`config.mk`:
```
export PLATFORM = sky130hd
export DESIGN_NAME = core_mem_arbiter_flat
export DESIGN_NICKNAME = d
export VERILOG_FILES = /design/src/rtl/core_mem_arbiter_if.sv /design/src/rtl/core_mem_arbiter.sv /design/src/flat_wrapper.sv
export SDC_FILE = /design/constraint.sdc
export NUM_CORES = 1
export LEC_CHECK = 0
export BUFFER_PORTS_ARGS = -buffer_cell sky130_fd_sc_hd__buf_2
export CAP_MARGIN = 20
export CORE_AREA = 2 2 119 121
export CTS_BUF_LIST = sky130_fd_sc_hd__clkbuf_8
export DETAILED_ROUTE_END_ITERATION = 8
export DIE_AREA = 0 0 121 123
export HOLD_SLACK_MARGIN = 0.15
export SYNTH_ARGS = -nofsm -noshare
export SYNTH_HDL_FRONTEND = slang
export SYNTH_SLANG_ARGS = --single-unit
```
`constraint.sdc`:
```
create_clock -name clock_i -period 4.53 [get_ports clock_i]
set_input_delay 0.2265 -clock clock_i [delete_from_list [all_inputs] [get_ports clock_i]]
set_output_delay 0.2265 -clock clock_i [all_outputs]
set_load 0.01 [all_outputs]
```
`src/rtl/core_mem_arbiter_if.sv`:
```
// Core/memory bus bundle for core_mem_arbiter.
// The slave modport is the arbiter. The master modport is the environment,
// meaning the cores plus the memory model.
interface core_mem_arbiter_if #(
    parameter int unsigned NUM_CORES  = 2,
    parameter int unsigned ADDR_WIDTH = 32,
    parameter int unsigned DATA_WIDTH = 32
);
    localparam int unsigned WB_WIDTH = DATA_WIDTH / 8;

    // Core side, packed per channel
    logic [NUM_CORES-1:0]            core_req;
    logic [NUM_CORES*ADDR_WIDTH-1:0] core_addr;
    logic [NUM_CORES*DATA_WIDTH-1:0] core_wdata;
    logic [NUM_CORES*WB_WIDTH-1:0]   core_wb;
    logic [NUM_CORES*DATA_WIDTH-1:0] core_rdata;
    logic [NUM_CORES-1:0]            core_stall;

    // Shared memory port
    logic                  mem_en;
    logic [ADDR_WIDTH-1:0] mem_addr;
    logic [DATA_WIDTH-1:0] mem_wdata;
    logic [WB_WIDTH-1:0]   mem_wb;
    logic [DATA_WIDTH-1:0] mem_rdata;

    modport master (
        output core_req, core_addr, core_wdata, core_wb, mem_rdata,
        input  core_rdata, core_stall, mem_en, mem_addr, mem_wdata, mem_wb
    );

    modport slave (
        input  core_req, core_addr, core_wdata, core_wb, mem_rdata,
        output core_rdata, core_stall, mem_en, mem_addr, mem_wdata, mem_wb
    );
endinterface

```
`src/rtl/core_mem_arbiter.sv`:
```
// N-channel round-robin front-end that puts several cores onto one
// fixed-latency memory port. A write completes in its issue cycle. A read
// holds the bus until its data returns, and during that time the winning
// core is stalled. Read data is bypassed to the core in the completion
// cycle and held afterwards.
module core_mem_arbiter #(
    parameter int unsigned NUM_CORES   = 2,
    parameter int unsigned ADDR_WIDTH  = 32,
    parameter int unsigned DATA_WIDTH  = 32,
    parameter int unsigned MEM_LATENCY = 2
) (
    input logic               clock_i,
    input logic               reset_i,
    core_mem_arbiter_if.slave bus
);
    localparam int unsigned WB_WIDTH = DATA_WIDTH / 8;
    localparam int unsigned PTR_W    = (NUM_CORES > 1) ? $clog2(NUM_CORES) : 1;
    localparam int unsigned LAT_W    = (MEM_LATENCY > 1) ? $clog2(MEM_LATENCY) : 1;

    localparam logic [LAT_W-1:0] LAT_INIT = LAT_W'(MEM_LATENCY - 1);
    localparam logic [PTR_W-1:0] LAST_CH  = PTR_W'(NUM_CORES - 1);

    typedef enum logic {
        IDLE = 1'b0,
        WAIT = 1'b1
    } state_t;

    state_t            state_q, state_d;
    logic [PTR_W-1:0]  rr_ptr_q, rr_ptr_d;
    logic [PTR_W-1:0]  grant_q, grant_d;
    logic [LAT_W-1:0]  lat_cnt_q, lat_cnt_d;

    logic [PTR_W-1:0]  win_idx;
    logic [PTR_W-1:0]  win_next;
    logic [PTR_W-1:0]  sel_idx;
    logic              win_found;
    logic              issue;
    logic              issue_write;
    logic              done;
    int unsigned       cand;

    logic [ADDR_WIDTH-1:0] addr_ch  [NUM_CORES];
    logic [DATA_WIDTH-1:0] wdata_ch [NUM_CORES];
    logic [WB_WIDTH-1:0]   wb_ch    [NUM_CORES];
    logic [DATA_WIDTH-1:0] hold_q   [NUM_CORES];

    // Unpack the per-channel fields from the packed core buses
    always_comb begin
        for (int unsigned i = 0; i < NUM_CORES; i++) begin
            addr_ch[i]  = bus.core_addr[i*ADDR_WIDTH +: ADDR_WIDTH];
            wdata_ch[i] = bus.core_wdata[i*DATA_WIDTH +: DATA_WIDTH];
            wb_ch[i]    = bus.core_wb[i*WB_WIDTH +: WB_WIDTH];
        end
    end

    // Round-robin search: first requester at or above rr_ptr, wrapping at NUM_CORES
    always_comb begin
        win_found = 1'b0;
        win_idx   = rr_ptr_q;
        cand      = 0;
        for (int unsigned k = 0; k < NUM_CORES; k++) begin
            cand = 32'(rr_ptr_q) + k;
            if (cand >= NUM_CORES) begin
                cand = cand - NUM_CORES;
            end
            if (!win_found && bus.core_req[PTR_W'(cand)]) begin
                win_found = 1'b1;
                win_idx   = PTR_W'(cand);
            end
        end
        win_next = (win_idx == LAST_CH) ? '0 : win_idx + PTR_W'(1);
    end

    // FSM next state: issue in IDLE, then count down the read latency in WAIT
    always_comb begin
        state_d     = state_q;
        rr_ptr_d    = rr_ptr_q;
        grant_d     = grant_q;
        lat_cnt_d   = lat_cnt_q;
        issue       = 1'b0;
        issue_write = 1'b0;
        done        = 1'b0;
        unique case (state_q)
            IDLE: begin
                if (win_found && !reset_i) begin
                    issue    = 1'b1;
                    rr_ptr_d = win_next;
                    if (|wb_ch[win_idx]) begin
                        issue_write = 1'b1;
                    end else begin
                        grant_d   = win_idx;
                        lat_cnt_d = LAT_INIT;
                        state_d   = WAIT;
                    end
                end
            end
            WAIT: begin
                if (lat_cnt_q == '0) begin
                    done    = 1'b1;
                    state_d = IDLE;
                end else begin
                    lat_cnt_d = lat_cnt_q - LAT_W'(1);
                end
            end
            default: state_d = IDLE;
        endcase
    end

    // Memory port, per-core stall and read data bypass
    always_comb begin
        // When idle, the port still shows a real channel (rr_ptr) so that it never carries X
        sel_idx        = issue ? win_idx : rr_ptr_q;
        bus.mem_en     = issue;
        bus.mem_addr   = addr_ch[sel_idx];
        bus.mem_wdata  = wdata_ch[sel_idx];
        bus.mem_wb     = wb_ch[sel_idx];
        bus.core_stall = bus.core_req;
        bus.core_rdata = '0;
        for (int unsigned i = 0; i < NUM_CORES; i++) begin
            if (issue_write && win_idx == PTR_W'(i)) begin
                bus.core_stall[i] = 1'b0;
            end
            if (done && grant_q == PTR_W'(i)) begin
                bus.core_stall[i] = 1'b0;
                bus.core_rdata[i*DATA_WIDTH +: DATA_WIDTH] = bus.mem_rdata;
            end else begin
                bus.core_rdata[i*DATA_WIDTH +: DATA_WIDTH] = hold_q[i];
            end
        end
    end

    // FSM, round-robin pointer, grant and latency registers
    always_ff @(posedge clock_i or posedge reset_i) begin
        if (reset_i) begin
            state_q   <= IDLE;
            rr_ptr_q  <= '0;
            grant_q   <= '0;
            lat_cnt_q <= '0;
        end else begin
            state_q   <= state_d;
            rr_ptr_q  <= rr_ptr_d;
            grant_q   <= grant_d;
            lat_cnt_q <= lat_cnt_d;
        end
    end

    // Per-core read data hold, loaded in the completion cycle
    always_ff @(posedge clock_i or posedge reset_i) begin
        if (reset_i) begin
            for (int unsigned i = 0; i < NUM_CORES; i++) begin
                hold_q[i] <= '0;
            end
        end else if (done) begin
            hold_q[grant_q] <= bus.mem_rdata;
        end
    end
endmodule

```
`src/flat_wrapper.sv`:
```
// flat-port wrapper written by rule: the top's interface ports become plain ports
module core_mem_arbiter_flat 
#(
    parameter int unsigned NUM_CORES   = 2,
    parameter int unsigned ADDR_WIDTH  = 32,
    parameter int unsigned DATA_WIDTH  = 32,
    parameter int unsigned MEM_LATENCY = 2
)
  (clock_i, reset_i, bus_core_req, bus_core_addr, bus_core_wdata, bus_core_wb, bus_mem_rdata, bus_core_rdata, bus_core_stall, bus_mem_en, bus_mem_addr, bus_mem_wdata, bus_mem_wb);
  core_mem_arbiter_if #(.NUM_CORES(NUM_CORES), .ADDR_WIDTH(ADDR_WIDTH), .DATA_WIDTH(DATA_WIDTH)) bus_i ();
  input logic clock_i;
  input logic reset_i;
  input wire logic [$bits(bus_i.core_req)-1:0] bus_core_req;
  input wire logic [$bits(bus_i.core_addr)-1:0] bus_core_addr;
  input wire logic [$bits(bus_i.core_wdata)-1:0] bus_core_wdata;
  input wire logic [$bits(bus_i.core_wb)-1:0] bus_core_wb;
  input wire logic [$bits(bus_i.mem_rdata)-1:0] bus_mem_rdata;
  output wire logic [$bits(bus_i.core_rdata)-1:0] bus_core_rdata;
  output wire logic [$bits(bus_i.core_stall)-1:0] bus_core_stall;
  output wire logic [$bits(bus_i.mem_en)-1:0] bus_mem_en;
  output wire logic [$bits(bus_i.mem_addr)-1:0] bus_mem_addr;
  output wire logic [$bits(bus_i.mem_wdata)-1:0] bus_mem_wdata;
  output wire logic [$bits(bus_i.mem_wb)-1:0] bus_mem_wb;
  assign bus_i.core_req = bus_core_req;
  assign bus_i.core_addr = bus_core_addr;
  assign bus_i.core_wdata = bus_core_wdata;
  assign bus_i.core_wb = bus_core_wb;
  assign bus_i.mem_rdata = bus_mem_rdata;
  assign bus_core_rdata = bus_i.core_rdata;
  assign bus_core_stall = bus_i.core_stall;
  assign bus_mem_en = bus_i.mem_en;
  assign bus_mem_addr = bus_i.mem_addr;
  assign bus_mem_wdata = bus_i.mem_wdata;
  assign bus_mem_wb = bus_i.mem_wb;
  core_mem_arbiter #(.NUM_CORES(NUM_CORES), .ADDR_WIDTH(ADDR_WIDTH), .DATA_WIDTH(DATA_WIDTH), .MEM_LATENCY(MEM_LATENCY)) u_core (.clock_i(clock_i), .reset_i(reset_i), .bus(bus_i));
endmodule
```
# == Yosys cells after proc, flatten, opt, wreduce, memory -nomap -nowiden ==
# Cells that the tools add are included.
# op_classes
addsub,5
n_lt_le_gt_ge,8
eq_ne,2
n_mux,48
bitwise_logic,7
reduce_logical,13
# op_table
op,n
32-bit two-way mux,9
64-bit bitwise mux,1
32-bit demux with 1-bit select,1
1-bit two-way mux,29
4-bit two-way mux,6
"2-bit greater-or-equal comparator, second input constant",4
1-bit logical AND,7
1-bit NOT with 2-bit output,3
"1-bit by 2-bit less-than comparator with 1-bit output, second input constant",2
1-bit NOT,4
1-bit one-hot mux with 2 select lines,2
2-bit AND reduction,2
4-bit OR reduction,1
3-bit AND reduction,1
"1-bit subtractor, second input constant",3
"1-bit by 1-bit adder with 2-bit output, second input constant",1
"1-bit by 2-bit greater-or-equal comparator with 1-bit output, second input constant",1
1-bit logical NOT,2
"2-bit by 1-bit less-than comparator with 1-bit output, second input constant",1
"2-bit by 1-bit inequality test with 1-bit output, second input constant",1
"2-bit inequality test, second input constant",1
"1-bit adder, second input constant",1
# word_totals
ff_bits,68
input_bits,172
output_inout_bits,135
wordCells,89

# == Depth between registers and ports, before layout ==
# logic_depth
ltp_word,19
mapped_depth,5
ltp_nobuf,3

# == Worst setup path after synthesis ==
# No wires, ideal clock.
# synth_timing
path_type,register to output
startpoint,register u_core.state_q
endpoint,output port bus_mem_addr[0]
arrival_ns,1.680
t_required_ns,4.303
setup_slack_ns,2.623
stages_incl_launch_ff,6
path_buffers,2
cell_sequence,dfrtp_1 or4b_1 o211ai_2 buf_6 buf_6 mux2_1
# synth_via
elab_chain_len,6
# synth_rtl
element,line,text
from (decl),core_mem_arbiter.sv:28,"state_t state_q, state_d;"
from (signal assigned),core_mem_arbiter.sv:140,state_q <= state_d;
1-bit two-way mux,core_mem_arbiter.sv:83,unique case (state_q)
1-bit two-way mux,core_mem_arbiter.sv:112,sel_idx = issue ? win_idx : rr_ptr_q;
1-bit NOT with 2-bit output (implied by the code),core_mem_arbiter.sv:114,bus.mem_addr = addr_ch[sel_idx];
32-bit two-way mux (implied by the code) (3 in series),core_mem_arbiter.sv:114,
to (decl),flat_wrapper.sv:21,output wire logic [$bits(bus_i.mem_addr)-1:0] bus_mem_addr;
# Every way passes these cells. The select of a mux whose other input is x is not followed.

# == Worst setup path after layout ==
# layout_timing
startpoint,register u_core.state_q
endpoint,output port bus_mem_addr[19]
# The elaborated chain is that of the path after synthesis.

==> impl_metrics.csv <==
group,metric,value,unit
critical_path,crit_required,4.30,ns
clock_network,cts_setup_buffers,0,
grt,grt_util_all_layers,15.8,%
die,coreArea,13600,µm²
placement,io_buffers,306,
synthesis,synth_top_cell_area_share,49.3,%
power_and_ir_drop,switchingPower,714,µW
power_and_ir_drop,clockPowerShare,23.4,%
grt,antenna_found_initial,0,
die,die_h,123,µm
timing,maxSlewHeadroom,43.0,%
detailed_routing,drt_iter0_drc,119,
detailed_routing,wl_per_cell,17.0,µm
power_and_ir_drop,pwr-share-seq,36.5,%
detailed_routing,totalWireLength,13000,µm
synthesis,async_flop_share,100,%
synthesis,synth_cells,238,
placement,detailed_place.area,5160,µm²
power_and_ir_drop,powerDensity,395,nW/µm²
worst_hold_path,worstHoldPathType,"in2async",
synthesis,synth.area.top_cells,"dfrtp_1 49%, mux2_2 37%, mux2_1 6.5%, buf_6 0.98%, buf_4 0.87%",
power_and_ir_drop,combPwrFrac,40.1,%
die,rows,43,
power_and_ir_drop,power,2250,µW
clock_network,cts_hold_buffers,32,
power_and_ir_drop,internal_power,1530,µW
synthesis,yosys-top-cells-count,"112 x mux2_2, 68 x dfrtp_1, 20 x mux2_1",
synthesis,synth_nets,410,
detailed_routing,via_count,3392,
timing,skew,0.00885,ns
die,die_area,14900,µm²
grt,grt_overflow,0,
die,boundaryPins,307,
critical_path,arrival,2.87,ns
job,maxCapViolCount,0,
clock_network,cts_buffers,9,
synthesis,ys_ff_latch,68,
timing,slew_viol_final,0,
die,initial_core_util,25.4,%
synthesis,yosysMostFrequentCell,"mux2_2",
layout,drive_gt1_share,75.5,%
layout,antenna_cells,0,
grt,busiest_layer,"met2",
synthesis,netlist-cell-type-count,25,
critical_path,crit_type,"reg2out",
outcome,status,"finished, final reports clean",
clock_network,cts.clk_slew.worst_paths,0.07,ns
detailed_routing,drc,0,
grt,use_met1,18.8,%
synthesis,postSynthAreaPerCell,14.5,µm²
grt,grt_pass1_wl,17800,µm
synthesis,yosysSeqAreaShare,49.3,%
timing,post-route-period-util,68.3,%
detailed_routing,ant_nets,0,
clock_network,htree_levels,3,
grt,grt_pass1_vias,3295,
timing,hold_viol,0,
detailed_routing,vias_per_cell,4.45,
clock_network,cts_tree,"built",
detailed_routing,firstDrtPassIters,4,
die,chipWidth,121,µm
power_and_ir_drop,switching_share,31.8,%
layout,syn_to_final_growth,64.9,%
layout,final_core_utilization,41.8,%
synthesis,synth_warnings,0,
placement,gp_congestion,0.791,
layout,layout.nets,750,
grt,grt_util_met3,3.97,%
clock_network,cts.sinks,68,
critical_path,cp-end-kind,"primary output",
clock_network,clk_path_buf_depth,2,
synthesis,synth-main-ff-cell,"dfrtp_1",
placement,dpl.hpwl,10500,µm
timing,worst_slew_pin_slew,0.854,ns
power_and_ir_drop,leakagePower,0.00286,µW
grt,grt_max_degree,69,
synthesis,yosys.area.top_type,"dfrtp_1",
critical_path,cp-start-kind,"flip-flop",
clock_network,clk_latency,0.34,ns
timing,finalSetupViolCount,0,
grt,met2_usage,27.9,%
timing,fin_tns_setup,0,ns
critical_path,crit_fanout,46,
clock_network,root_buffer,"clkbuf_8",
clock_network,cts_resized,0,
synthesis,synthesis.area,3450,µm²
timing,rsz0062_at_grt,"no",
synthesis,synth_enable_flop_cells,0,
timing,max_freq,323,MHz
timing,min_period,3.09,ns
layout,fin_area,5690,µm²
power_and_ir_drop,vdd_drop_max,0.245,mV
[registers in the layout, summed over array words and instances, names as in the netlist]
register	flops
u_core.hold_q	64
u_core.grant_q	1
u_core.lat_cnt_q	1
u_core.rr_ptr_q	1
u_core.state_q	1
[path summary, 6_finish.rpt]
check                                      start           endpoint  slack, ns  cells past startpoint
worst min register to register  u_core.hold_q[9]   u_core.hold_q[9]       0.49                      1
worst max register to register    u_core.state_q  u_core.hold_q[55]       2.92                      3
worst max-delay path              u_core.state_q   bus_mem_addr[19]       1.44                      5
min in group clock_i             bus_core_req[1]     u_core.state_q       0.27                      3
worst min-delay path                     reset_i  u_core.hold_q[62]       0.20                      3
max in group asynchronous                reset_i  u_core.hold_q[59]       3.79                      3
[cell families after synthesis]
kind of cell    after synthesis  share of synthesized area, %
simple gates                 19                          3.55
compound gates                5                          1.38
flops                        68                          49.3
mux                         132                          43.1
buf+inv                      14                          2.72
[stage by stage]
step	setup WS, ns	instances	hold slack, ns
after detailed placement	1.83	715	0.479
final	1.44	763	0.197
after global placement	1.91	715	0.475
after global routing	1.32	763	0.265
after floorplan	2.59	238	0.422
after CTS	1.44	763	0.212
[cells in the final DEF (no fill, tap or decap)]
master / Yosys / final
inv_2: 0 / 1
nor2_1: 1 / 1
nand3b_1: 1 / 1
nor3b_4: 0 / 1
mux2_1: 20 / 20
clkinv_2: 0 / 1
clkinv_4: 0 / 1
mux2_2: 112 / 112
and4b_1: 1 / 1
nand2_1: 2 / 2
or4b_1: 1 / 1
nor4_1: 2 / 2
bufinv_16: 0 / 2
buf_2: 3 / 306
dfrtp_1: 68 / 68
o21a_1: 2 / 2
inv_1: 1 / 3
nand4_1: 2 / 2
nand2b_1: 2 / 2
clkbuf_8: 0 / 9
nor3b_1: 1 / 1
nand3_1: 3 / 3
dlygate4sd3_1: 0 / 32
nor3_1: 1 / 1
o211a_1: 1 / 1
buf_4: 4 / 4
a21bo_2: 1 / 1
or2_2: 1 / 1
o211ai_4: 0 / 1
[routing by layer]
layer / part of all wire [%] / up-vias
met4: 2.0 / 0
met2: 51 / 172
li1: - / 1554
met3: 7.4 / 16
met1: 40 / 1650
met5: 0 / -
[power by group through the flow]
stage	sequential, µW	clock [µW]	combinational [µW]
3_5_place_dp	834	0	888
6_report	821	526	901
3_3_place_gp	826	0	878
2_1_floorplan	815	0	516
4_1_cts	822	542	915
5_1_grt	838	568	970
[cell type report]
cell class              instances  area, µm²
inverters                       1       3.75
multi-input cells             156       1670
fillers                      1293       7920
flip-flops and latches         68       1700
clock buffers                   9        124
repair buffers                342       1880
clock inverters                 7       85.1
well taps                     180        225
[critical path, cell delays in order (launching register included)]
cell and delay [ns]:
dfrtp_1 0.43, or4b_1 0.53, o211ai_4 0.34, buf_4 0.60, mux2_2 0.44, buf_2 0.15
Power figures use the tool's default switching activity.
